===== config.mk =====
export PLATFORM = sky130hd
export DESIGN_NAME = wts_envelope_sequencer_flat
export DESIGN_NICKNAME = d
export VERILOG_FILES = /design/src/rtl/wts_pkg.sv /design/src/rtl/wts_envelope_sequencer_if.sv /design/src/rtl/wts_envelope_sequencer_key_latch.sv /design/src/rtl/wts_envelope_sequencer.sv /design/src/flat_wrapper.sv
export SDC_FILE = /design/constraint.sdc
export NUM_CORES = 1
export LEC_CHECK = 0
export BUFFER_PORTS_ARGS = -buffer_cell sky130_fd_sc_hd__buf_2
export CORE_MARGIN = 2
export CORE_UTILIZATION = 46
export DETAILED_ROUTE_END_ITERATION = 12
export REMOVE_ABC_BUFFERS = 1
export SYNTH_ARGS = -nofsm -noshare
export SYNTH_HDL_FRONTEND = slang
export SYNTH_SLANG_ARGS = --single-unit

===== constraint.sdc =====
create_clock -name clk -period 2.8 [get_ports clk]
set_input_delay 0.28 -clock clk [delete_from_list [all_inputs] [get_ports clk]]
set_output_delay 0.28 -clock clk [all_outputs]
set_load 0.01 [all_outputs]

===== src/rtl/wts_pkg.sv =====
// Shared encodings and widths for the wave-table envelope path.
package wts_pkg;

    localparam int W_COUNTER = 20;
    localparam int W_LEVEL   = 7;
    localparam int W_STATE   = 3;
    localparam int W_KEY     = 2;

    typedef enum logic [W_KEY-1:0] {
        KEY_NONE    = 2'b00,
        KEY_ON      = 2'b01,
        KEY_RELEASE = 2'b10,
        KEY_OFF     = 2'b11
    } key_cmd_e;

    typedef enum logic [W_STATE-1:0] {
        ST_IDLE    = 3'd0,
        ST_ATTACK  = 3'd1,
        ST_DECAY   = 3'd2,
        ST_SUSTAIN = 3'd3,
        ST_RELEASE = 3'd4
    } eg_state_e;

endpackage


===== src/rtl/wts_envelope_sequencer_if.sv =====
// Bus between the envelope sequencer, the combinational ADSR step stage and the volume stage.
interface wts_envelope_sequencer_if #(
    parameter int CH_BITS = 3
);
    import wts_pkg::*;

    logic [CH_BITS-1:0]   eg_ch;
    logic                 eg_key_on;
    logic                 eg_key_release;
    logic                 eg_key_off;
    logic [W_COUNTER-1:0] eg_counter;
    logic [W_STATE-1:0]   eg_state;
    logic [W_LEVEL-1:0]   eg_level;
    logic [W_COUNTER-1:0] eg_counter_next;
    logic [W_STATE-1:0]   eg_state_next;
    logic [W_LEVEL-1:0]   eg_level_next;
    logic                 lv_valid;
    logic [CH_BITS-1:0]   lv_ch;
    logic [W_LEVEL-1:0]   lv_level;

    modport master (
        output eg_ch, eg_key_on, eg_key_release, eg_key_off,
        output eg_counter, eg_state, eg_level,
        input  eg_counter_next, eg_state_next, eg_level_next,
        output lv_valid, lv_ch, lv_level
    );

    modport slave (
        input  eg_ch, eg_key_on, eg_key_release, eg_key_off,
        input  eg_counter, eg_state, eg_level,
        output eg_counter_next, eg_state_next, eg_level_next,
        input  lv_valid, lv_ch, lv_level
    );

endinterface


===== src/rtl/wts_envelope_sequencer_key_latch.sv =====
// Per-channel pending key commands; a same-clock CPU write beats the service clear.
module wts_key_latch
    import wts_pkg::*;
#(
    parameter int CH_NUM  = 6,
    parameter int CH_BITS = 3
) (
    input  logic               clk,
    input  logic               nreset,
    input  logic               active,
    input  logic [CH_BITS-1:0] slot,
    input  logic               key_wr,
    input  logic [CH_BITS-1:0] key_ch,
    input  logic [W_KEY-1:0]   key_cmd,
    output logic               eg_key_on,
    output logic               eg_key_release,
    output logic               eg_key_off
);

    logic [W_KEY-1:0] pending [CH_NUM];
    logic [W_KEY-1:0] cur_cmd;
    logic             wr_legal;

    assign wr_legal = key_wr && (key_cmd != KEY_NONE) && (int'(key_ch) < CH_NUM);

    always_ff @(posedge clk or negedge nreset) begin
        if (!nreset) begin
            for (int n = 0; n < CH_NUM; n++) pending[n] <= KEY_NONE;
        end else begin
            for (int n = 0; n < CH_NUM; n++) begin
                if (wr_legal && key_ch == CH_BITS'(n)) begin
                    pending[n] <= key_cmd;
                end else if (active && slot == CH_BITS'(n)) begin
                    pending[n] <= KEY_NONE;
                end
            end
        end
    end

    // Old value is presented this slot even when a write lands on it now.
    always_comb begin
        cur_cmd = KEY_NONE;
        for (int n = 0; n < CH_NUM; n++) begin
            if (active && slot == CH_BITS'(n)) cur_cmd = pending[n];
        end
    end

    assign eg_key_on      = (cur_cmd == KEY_ON);
    assign eg_key_release = (cur_cmd == KEY_RELEASE);
    assign eg_key_off     = (cur_cmd == KEY_OFF);

endmodule


===== src/rtl/wts_envelope_sequencer.sv =====
// Round-robin envelope storage: presents one channel per active clock and writes the step result back.
module wts_envelope_sequencer
    import wts_pkg::*;
#(
    parameter int CH_NUM  = 6,
    parameter int CH_BITS = 3
) (
    input  logic                     clk,
    input  logic                     nreset,
    input  logic                     active,
    input  logic                     key_wr,
    input  logic [CH_BITS-1:0]       key_ch,
    input  logic [W_KEY-1:0]         key_cmd,
    wts_envelope_sequencer_if.master eg_bus,
    output logic [CH_NUM-1:0]        ch_busy
);

    logic [W_COUNTER-1:0] counter [CH_NUM];
    logic [W_STATE-1:0]   state   [CH_NUM];
    logic [W_LEVEL-1:0]   level   [CH_NUM];
    logic [CH_BITS-1:0]   slot;
    logic                 lv_valid_q;
    logic [CH_BITS-1:0]   lv_ch_q;
    logic [W_LEVEL-1:0]   lv_level_q;

    wts_key_latch #(
        .CH_NUM  (CH_NUM),
        .CH_BITS (CH_BITS)
    ) u_key_latch (
        .clk            (clk),
        .nreset         (nreset),
        .active         (active),
        .slot           (slot),
        .key_wr         (key_wr),
        .key_ch         (key_ch),
        .key_cmd        (key_cmd),
        .eg_key_on      (eg_bus.eg_key_on),
        .eg_key_release (eg_bus.eg_key_release),
        .eg_key_off     (eg_bus.eg_key_off)
    );

    always_comb begin
        eg_bus.eg_counter = '0;
        eg_bus.eg_state   = '0;
        eg_bus.eg_level   = '0;
        for (int n = 0; n < CH_NUM; n++) begin
            if (slot == CH_BITS'(n)) begin
                eg_bus.eg_counter = counter[n];
                eg_bus.eg_state   = state[n];
                eg_bus.eg_level   = level[n];
            end
        end
    end

    always_comb begin
        ch_busy = '0;
        for (int n = 0; n < CH_NUM; n++) ch_busy[n] = (state[n] != ST_IDLE);
    end

    always_ff @(posedge clk or negedge nreset) begin
        if (!nreset) begin
            for (int n = 0; n < CH_NUM; n++) begin
                counter[n] <= '0;
                state[n]   <= '0;
                level[n]   <= '0;
            end
        end else if (active) begin
            for (int n = 0; n < CH_NUM; n++) begin
                if (slot == CH_BITS'(n)) begin
                    counter[n] <= eg_bus.eg_counter_next;
                    state[n]   <= eg_bus.eg_state_next;
                    level[n]   <= eg_bus.eg_level_next;
                end
            end
        end
    end

    always_ff @(posedge clk or negedge nreset) begin
        if (!nreset) begin
            slot       <= '0;
            lv_valid_q <= 1'b0;
            lv_ch_q    <= '0;
            lv_level_q <= '0;
        end else begin
            lv_valid_q <= active;
            if (active) begin
                lv_ch_q    <= slot;
                lv_level_q <= eg_bus.eg_level_next;
                slot       <= (slot == CH_BITS'(CH_NUM - 1)) ? '0 : slot + 1'b1;
            end
        end
    end

    assign eg_bus.eg_ch    = slot;
    assign eg_bus.lv_valid = lv_valid_q;
    assign eg_bus.lv_ch    = lv_ch_q;
    assign eg_bus.lv_level = lv_level_q;

endmodule


===== src/flat_wrapper.sv =====
// flat-port wrapper written by rule: the top's interface ports become plain ports
module wts_envelope_sequencer_flat import wts_pkg::*;
#(
    parameter int CH_NUM  = 6,
    parameter int CH_BITS = 3
)
  (clk, nreset, active, key_wr, key_ch, key_cmd, ch_busy, eg_bus_eg_ch, eg_bus_eg_key_on, eg_bus_eg_key_release, eg_bus_eg_key_off, eg_bus_eg_counter, eg_bus_eg_state, eg_bus_eg_level, eg_bus_eg_counter_next, eg_bus_eg_state_next, eg_bus_eg_level_next, eg_bus_lv_valid, eg_bus_lv_ch, eg_bus_lv_level);
  wts_envelope_sequencer_if #(.CH_BITS(CH_BITS)) eg_bus_i ();
  input  logic clk;
  input  logic nreset;
  input  logic active;
  input  logic key_wr;
  input  logic [CH_BITS-1:0] key_ch;
  input  logic [W_KEY-1:0] key_cmd;
  output logic [CH_NUM-1:0] ch_busy;
  output wire logic [$bits(eg_bus_i.eg_ch)-1:0] eg_bus_eg_ch;
  output wire logic [$bits(eg_bus_i.eg_key_on)-1:0] eg_bus_eg_key_on;
  output wire logic [$bits(eg_bus_i.eg_key_release)-1:0] eg_bus_eg_key_release;
  output wire logic [$bits(eg_bus_i.eg_key_off)-1:0] eg_bus_eg_key_off;
  output wire logic [$bits(eg_bus_i.eg_counter)-1:0] eg_bus_eg_counter;
  output wire logic [$bits(eg_bus_i.eg_state)-1:0] eg_bus_eg_state;
  output wire logic [$bits(eg_bus_i.eg_level)-1:0] eg_bus_eg_level;
  input wire logic [$bits(eg_bus_i.eg_counter_next)-1:0] eg_bus_eg_counter_next;
  input wire logic [$bits(eg_bus_i.eg_state_next)-1:0] eg_bus_eg_state_next;
  input wire logic [$bits(eg_bus_i.eg_level_next)-1:0] eg_bus_eg_level_next;
  output wire logic [$bits(eg_bus_i.lv_valid)-1:0] eg_bus_lv_valid;
  output wire logic [$bits(eg_bus_i.lv_ch)-1:0] eg_bus_lv_ch;
  output wire logic [$bits(eg_bus_i.lv_level)-1:0] eg_bus_lv_level;
  assign eg_bus_eg_ch = eg_bus_i.eg_ch;
  assign eg_bus_eg_key_on = eg_bus_i.eg_key_on;
  assign eg_bus_eg_key_release = eg_bus_i.eg_key_release;
  assign eg_bus_eg_key_off = eg_bus_i.eg_key_off;
  assign eg_bus_eg_counter = eg_bus_i.eg_counter;
  assign eg_bus_eg_state = eg_bus_i.eg_state;
  assign eg_bus_eg_level = eg_bus_i.eg_level;
  assign eg_bus_i.eg_counter_next = eg_bus_eg_counter_next;
  assign eg_bus_i.eg_state_next = eg_bus_eg_state_next;
  assign eg_bus_i.eg_level_next = eg_bus_eg_level_next;
  assign eg_bus_lv_valid = eg_bus_i.lv_valid;
  assign eg_bus_lv_ch = eg_bus_i.lv_ch;
  assign eg_bus_lv_level = eg_bus_i.lv_level;
  wts_envelope_sequencer #(.CH_NUM(CH_NUM), .CH_BITS(CH_BITS)) u_core (.clk(clk), .nreset(nreset), .active(active), .key_wr(key_wr), .key_ch(key_ch), .key_cmd(key_cmd), .eg_bus(eg_bus_i), .ch_busy(ch_busy));
endmodule

==> flow_metrics.py, run 1 <==
metrics = {
    "clock_tree": {
        "cts_sinks": 206,
        "root_buffer": "clkbuf_16",
        "numCtsBuffers": 24,
        "clk_latency_ns": 0.52,
        "htreeDepth": 1,
        "clkTransAtPathRegs_ns": 0.06,
        "cts_tree": "yes",
        "max-clock-path-buffers": 3,
    },
    "synth": {
        "synthTopCellsByArea": "dfrtp_1, mux2_2, mux2i_1, mux2_4, o21ai_0",
        "ys_seq_area_share_pct": 53.5,
        "synth_top_area_share_pct": 53.5,
        "postSynth.asyncResetShare_pct": 100,
        "synthFlopType": "dfrtp_1",
        "synth_edf_count": 0,
        "syn_area_per_cell_um2": 12.8,
        "synth.largest_area_cell": "dfrtp_1",
        "synth_cell_type_count": 42,
        "ys_seq_elements": 206,
        "syn_area_mm2": 0.00964,
        "syn_inst": 750,
        "yosysWarnings": 0,
    },
    "cells_and_area": {
        "antenna_cells": 0,
        "drive_above_1_share_pct": 41.9,
        "final_cell_mix": "dfrtp_1, mux2_2, buf_2",
        "fillCellCount": 1722,
        "final_nets": 889,
        "layout_commonest_cell": "dfrtp_1",
        "area_growth_pct": 17.6,
        "post-route-cell-area_mm2": 0.0113,
    },
    "timing": {
        "period_minus_slack_ns": 2.69,
        "final-setup-viol-count": 0,
        "slew_headroom_pct": 50.8,
        "hold_viol": 0,
        "timing.final.max_slew_violations": 0,
        "fin_ws_ns": 0.112,
        "finalCritPeriodShare_pct": 96.0,
        "tightest_slew_ns": 0.737,
        "finClkSkew_ns": 0.00753,
        "fmax_ghz": 0.372,
        "rsz0062_at_grt": "false",
    },
    "grt": {
        "top_usage_layer": "met2",
        "grt.met3_usage_pct": 3.98,
        "grt_max_degree": 88,
        "antenna_found_initial": 1,
        "grtUsageTotal_pct": 22.0,
        "grt_pass1_wl_um": 38300,
        "gr-usage-met2_pct": 36.4,
        "grt_pass1_vias": 6751,
        "overflow": 0,
        "grt_util_met1_pct": 30.2,
    },
    "floorplan": {
        "die_h_um": 149,
        "design.die.area_mm2": 0.0221,
        "initial_utilization_pct": 47.3,
        "die_w_um": 149,
        "rows": 52,
        "core_area_mm2": 0.0204,
        "ios": 92,
    },
    "detailed_routing": {
        "avgRoutedWirePerCell_um": 21.3,
        "drt-total-wl_um": 24100,
        "firstDrtPassIters": 5,
        "drc_errors": 0,
        "drtAntennaViolNets": 0,
        "vias": 6487,
        "via_per_inst": 5.73,
        "drt_iter0_drc": 313,
    },
    "setup_path": {
        "reg2reg_to": "u_core.counter[111]",
        "r2r_slack_ns": 0.65,
        "cp_data_arrival_time_ns": 2.41,
        "ff2ff_path_depth": 4,
        "r2r-start": "u_core.eg_bus.eg_ch[0]",
        "start_kind": "register",
        "cp_max_fo": 19,
        "crit_slowest_cell": "dfrtp_4",
        "worstPathCellList": "buf_16 -> nand2_1 -> or3_2 -> o211ai_1 -> nor2b_2 -> buf_2",
        "cp-end-kind": "output port",
        "worstPathRequired_ns": 2.52,
        "critical_path_class": "register to output port",
        "timing.critical_path.slowest_cell_delay_ns": 0.47,
    },
    "hold_path": {
        "hold_path_startpoint": "active",
        "min_path_type": "primary input to register",
        "whs_endpoint": "u_core.eg_bus.lv_valid",
        "holdPathStages": 1,
    },
    "placed_design": {
        "routabilityCongestion": 0.784,
        "io_buffer_count": 91,
        "dp.final_hpwl_um": 14700,
        "placed_area_mm2": 0.0105,
        "pre_cts_ws_ns": 0.389,
    },
    "power": {
        "ir_worst_vdd_mv": 0.650,
        "power.leakage_nw": 5.03,
        "p_per_area_mw_per_mm2": 1240,
    },
    "run": {
        "drv_cap": 0,
    },
    "status": {
        "outcome": "finished, final reports clean",
    },
}
==> metal layers <==
metal / wire [um] / vias up
li1: - / 2931
met1: 10800 / 3326
met2: 11500 / 189
met3: 1290 / 39
met4: 476 / 2
met5: 16 / -
==> Yosys cell counts (2+ instances only) <==
cell type / instances
a211oi_1: 2
a21oi_1: 30
and2_1: 2
buf_1: 3
buf_2: 24
buf_4: 6
buf_6: 4
clkbuf_1: 16
dfrtp_1: 206
inv_1: 7
mux2_1: 6
mux2_2: 157
mux2_4: 27
mux2i_1: 64
nand2_1: 46
nand2b_1: 5
nand3_1: 4
nor2_1: 9
nor2b_1: 4
nor3_2: 2
o21ai_0: 69
o221ai_1: 30
o31ai_1: 2
or3_1: 7
==> through the flow <==
step	setup TNS [ns]	hold slack [ns]	total power, mW	utilization, %	instances
after floorplan	-253.64	-0.0156	8.96	-	697
final	0	0.0289	14.1	55.7	1133
after CTS	-0.307	0.00806	14.1	55.3	1131
after global routing	0	0.0176	15.0	55.7	1133
after detailed placement	0	0.397	11.1	51.5	1089
after global placement	0	0.390	10.8	51.5	1089
==> sequential cells by signal (all words and copies together), names as in the netlist <==
name,flops
u_core.state,18
u_core.level,42
u_core.eg_bus.lv_ch,3
u_core.eg_bus.lv_level,7
u_core.counter,120
u_core.eg_bus.eg_ch,3
u_core.u_key_latch.pending,12
u_core.eg_bus.lv_valid,1
==> layout make-up <==
type	count	area (um2)	share of cell area [%]
sequential	206	5160	45.5
multi-input combinational	483	4230	37.3
timing repair buffer	126	837	7.38
clock buffer	33	684	6.04
tap	270	338	2.98
clock inverter	7	48.8	0.431
inverter	8	37.5	0.331
==> critical path: cells and delay by family (launching register included) <==
kind | cells | cell delay, ns
AND/OR/NAND/NOR | 3 | 0.82
flip-flops | 1 | 0.47
buffers and inverters | 2 | 0.31
AO/OA/AOI/OAI | 1 | 0.29
==> what timing repair did <==
action,CTS,global route
gates cloned,1,1
endpoints found under the hold margin,83,0
setup endpoints to repair,27,31
setup buffers,0,1
pin swaps,0,1
hold buffers,1,0
resized for setup,2,10
==> how the worst max path moves through the flow <==
stage,from,endpoint,slack [ns],cells after the start
CTS,u_core.eg_bus.eg_ch[0],eg_bus_eg_level[0],-0.07,7
detailed placement,u_core.eg_bus.eg_ch[0],eg_bus_eg_key_on,0.39,6
global route,u_core.eg_bus.eg_ch[0],eg_bus_eg_key_on,0.004,9
global placement,u_core.eg_bus.eg_ch[0],eg_bus_eg_counter[7],0.48,8
finish,u_core.eg_bus.eg_ch[0],eg_bus_eg_key_on,0.11,6
floorplan,u_core.eg_bus.eg_ch[0],eg_bus_eg_counter[0],-2.00,6
==> report_power, final <==
| group | total, mW | switching (mW) | leakage (nW) | internal, mW |
|---|---|---|---|---|
| registers | 5.24 | 0.819 | 2.48 | 4.42 |
| logic | 5.95 | 2.93 | 2.19 | 3.02 |
| clock network | 2.92 | 1.22 | 0.363 | 1.70 |
==> logic make-up after synthesis <==
family	count (synthesis)	synth area share, %
muxes	254	29.9
DFF	206	53.5
AOI/OAI and AO/OA	142	8.89
and+or+nand+nor	85	4.25
buffers and inverters	61	3.23
xor gates and xnor gates	1	0.0909
adders and majority gates	1	0.130
Power figures use the tool's default switching activity.
==> run 2: changes to the inputs <==
--- a/config.mk
+++ b/config.mk
@@ -5,6 +5,7 @@
 export SDC_FILE = /design/constraint.sdc
 export NUM_CORES = 1
 export LEC_CHECK = 0
+export ABC_AREA = 1
 export BUFFER_PORTS_ARGS = -buffer_cell sky130_fd_sc_hd__buf_2
 export CORE_MARGIN = 2
 export CORE_UTILIZATION = 46
==> run 2 against run 1 <==
Effect of this change:
- combinational power shrank 24%
- critical path type unchanged
- sequential power shrank 5.5%
- synthesized area shrank 5.6%
- via count grew 11%
- clock power grew 4%
- highest routed layer is now met4
- fmax grew 3.0%
==> flow_metrics.py, run 2 <==
metrics = {
    "detailed_routing": {
        "firstDrtPassIters": 5,
        "drt_iter0_drc": 528,
        "drt-total-wl_um": 21500,
        "via_per_inst": 5.11,
        "drc_errors": 0,
        "avgRoutedWirePerCell_um": 15.2,
        "drtAntennaViolNets": 0,
        "vias": 7204,
    },
    "clock_tree": {
        "clk_latency_ns": 0.50,
        "cts_sinks": 206,
        "max-clock-path-buffers": 3,
        "htreeDepth": 1,
        "clkTransAtPathRegs_ns": 0.06,
        "numCtsBuffers": 23,
        "cts_tree": "yes",
        "root_buffer": "clkbuf_16",
    },
    "cells_and_area": {
        "largest_reg_flops": 120,
        "area_growth_pct": 16.9,
        "layout_commonest_cell": "nand2_1",
        "top_register": "u_core.counter",
        "final_cell_mix": "nand2_1, o21ai_0, dfrtp_1",
        "antenna_cells": 0,
        "drive_above_1_share_pct": 14.8,
        "reg_top3": "u_core.counter x120, u_core.level x42, u_core.state x18",
        "final-instance-count-excl-fill": 1411,
        "final_nets": 1171,
    },
    "floorplan": {
        "rows": 51,
        "core_area_mm2": 0.0195,
        "initial_utilization_pct": 46.8,
        "die_h_um": 145,
        "design.die.area_mm2": 0.0209,
        "die_w_um": 145,
        "ios": 92,
    },
    "setup_path": {
        "cp_data_arrival_time_ns": 2.33,
        "critical_path_class": "register to output port",
        "r2r-start": "u_core.eg_bus.eg_ch[1]",
        "r2r_slack_ns": 0.84,
        "crit_slowest_cell": "dfrtp_2",
        "ff2ff_path_depth": 7,
        "timing.critical_path.slowest_cell_delay_ns": 0.46,
        "start_kind": "register",
        "path_delay_family": "buffers and inverters",
        "cp-end-kind": "output port",
        "cp_max_fo": 22,
        "critPathBufInv": 3,
        "reg2reg_to": "u_core.counter[44]",
        "worstPathRequired_ns": 2.52,
        "cpMostUsedCell": "nand2_1",
        "worstPathCellList": "buf_4 -> nor3_4 -> buf_4 -> nand2_1 -> nand4_1 -> o21ai_0 -> nand2_1 -> nand2_1 -> nand2_1 -> buf_2",
    },
    "hold_path": {
        "hold_path_startpoint": "eg_bus_eg_state_next[2]",
        "whs_endpoint": "u_core.state[5]",
        "holdPathStages": 3,
        "min_path_type": "primary input to register",
    },
    "synth": {
        "synth_xor_area_share_pct": 0.0963,
        "synth_top_area_share_pct": 56.7,
        "ys_seq_elements": 206,
        "syn_inst": 1051,
        "synth_cell_type_count": 30,
        "synth_fa_ha_area_share_pct": 0.138,
        "synth.largest_area_cell": "dfrtp_1",
        "synthFlopType": "dfrtp_1",
        "yosysWarnings": 0,
        "ys_seq_area_share_pct": 56.7,
        "synth_mux_area_share_pct": 0,
        "syn_area_mm2": 0.00910,
        "yosys.area_share.simple_pct": 18.8,
        "synth_common_cells": "nand2_1, o21ai_0, dfrtp_1, inv_1, clkbuf_1",
        "synth-compound-area-share_pct": 18.3,
        "synth_top_family_by_area": "simple AND/OR/NAND/NOR gates",
        "synth_edf_count": 0,
        "synthTopCellsByArea": "dfrtp_1, nand2_1, o21ai_0, inv_1, a22o_1",
        "yosysMostFrequentCell": "nand2_1",
        "syn_area_per_cell_um2": 8.66,
        "postSynth.asyncResetShare_pct": 100,
    },
    "placed_design": {
        "dp.cells": 1365,
        "dp.final_hpwl_um": 13500,
        "io_buffer_count": 91,
        "routabilityCongestion": 0.780,
        "pre_cts_ws_ns": 0.560,
    },
    "timing": {
        "tightest_slew_ns": 0.633,
        "timing.final.max_slew_violations": 0,
        "fin_tns_setup_ns": 0,
        "fmax_ghz": 0.383,
        "hold_viol": 0,
        "final-setup-viol-count": 0,
        "slew_headroom_pct": 57.8,
        "period_minus_slack_ns": 2.61,
        "fin_ws_ns": 0.191,
        "finalCritPeriodShare_pct": 93.2,
        "finClkSkew_ns": 0.00659,
    },
    "grt": {
        "grt_pass1_vias": 6841,
        "overflow": 0,
        "grt_max_degree": 78,
        "grtUsageTotal_pct": 21.5,
        "grt_pass1_wl_um": 35800,
        "antenna_found_initial": 0,
    },
    "power": {
        "ir_worst_vdd_mv": 1.03,
        "p_per_area_mw_per_mm2": 1180,
        "power.leakage_nw": 5.34,
    },
    "run": {
        "drv_cap": 0,
    },
    "status": {
        "outcome": "finished, final reports clean",
    },
}
[run 2: worst max-delay path by stage]
stage,startpoint,to,slack [ns],cells after the start
after floorplan,u_core.eg_bus.eg_ch[0],eg_bus_eg_key_off,-0.26,9
after global placement,u_core.eg_bus.eg_ch[1],eg_bus_eg_key_release,0.60,13
after detailed placement,u_core.eg_bus.eg_ch[1],eg_bus_eg_key_release,0.56,13
after CTS,u_core.eg_bus.eg_ch[1],eg_bus_eg_key_release,0.03,13
after global routing,u_core.eg_bus.eg_ch[1],eg_bus_eg_key_release,-0.02,12
final,u_core.eg_bus.eg_ch[0],eg_bus_eg_counter[3],0.19,10
[run 2: kinds of logic (layout without fill, tap and decap cells)]
group | after synthesis | after routing
and+or+nand+nor | 418 | 418
AOI/OAI and AO/OA | 299 | 299
DFF | 206 | 206
buffers and inverters | 126 | 221
adders and majority gates | 1 | 1
xor gates and xnor gates | 1 | 1
[run 2: layout make-up]
type / instances / area [um2]
well taps: 265 / 332
multi-input cells: 719 / 3410
clock inverters: 5 / 100
fillers: 1879 / 8820
inverters: 64 / 243
clock buffers: 35 / 661
repair buffers: 117 / 731
flip-flops and latches: 206 / 5160
[run 2: per-stage QoR]
stage,util (%),total power [mW],cell area [um2],hold slack [ns]
floorplan,-,7.73,8790,-0.0156
global placement,50.4,9.39,9820,0.362
detailed placement,50.4,9.49,9820,0.359
CTS,54.5,12.6,10600,0.0139
global route,54.7,13.5,10600,0.0459
finish,54.7,12.5,10600,0.0282
[run 2: where the power goes]
part / internal, mW / total (mW) / switching, mW
combinational: 1.74 / 4.51 / 2.77
clock: 1.89 / 3.05 / 1.15
sequential: 4.26 / 4.95 / 0.687
[run 2: what timing repair did]
item | CTS | global route
hold buffers | 2 | 0
endpoints found under the hold margin | 75 | 0
setup buffers | 0 | 4
resized for setup | 0 | 6
setup endpoints to repair | 0 | 13
[run 2: per-layer routing]
layer	global-route usage, %	part of all wire [%]
met5	0	0
met4	4.09	1.7
met3	2.85	3.1
met2	35.0	45
met1	31.3	50
[run 2: tightest hold or removal path, cell delays in order]
cell	delay, ns
buf_2	0.10
nand2_1	0.05
o21ai_0	0.07
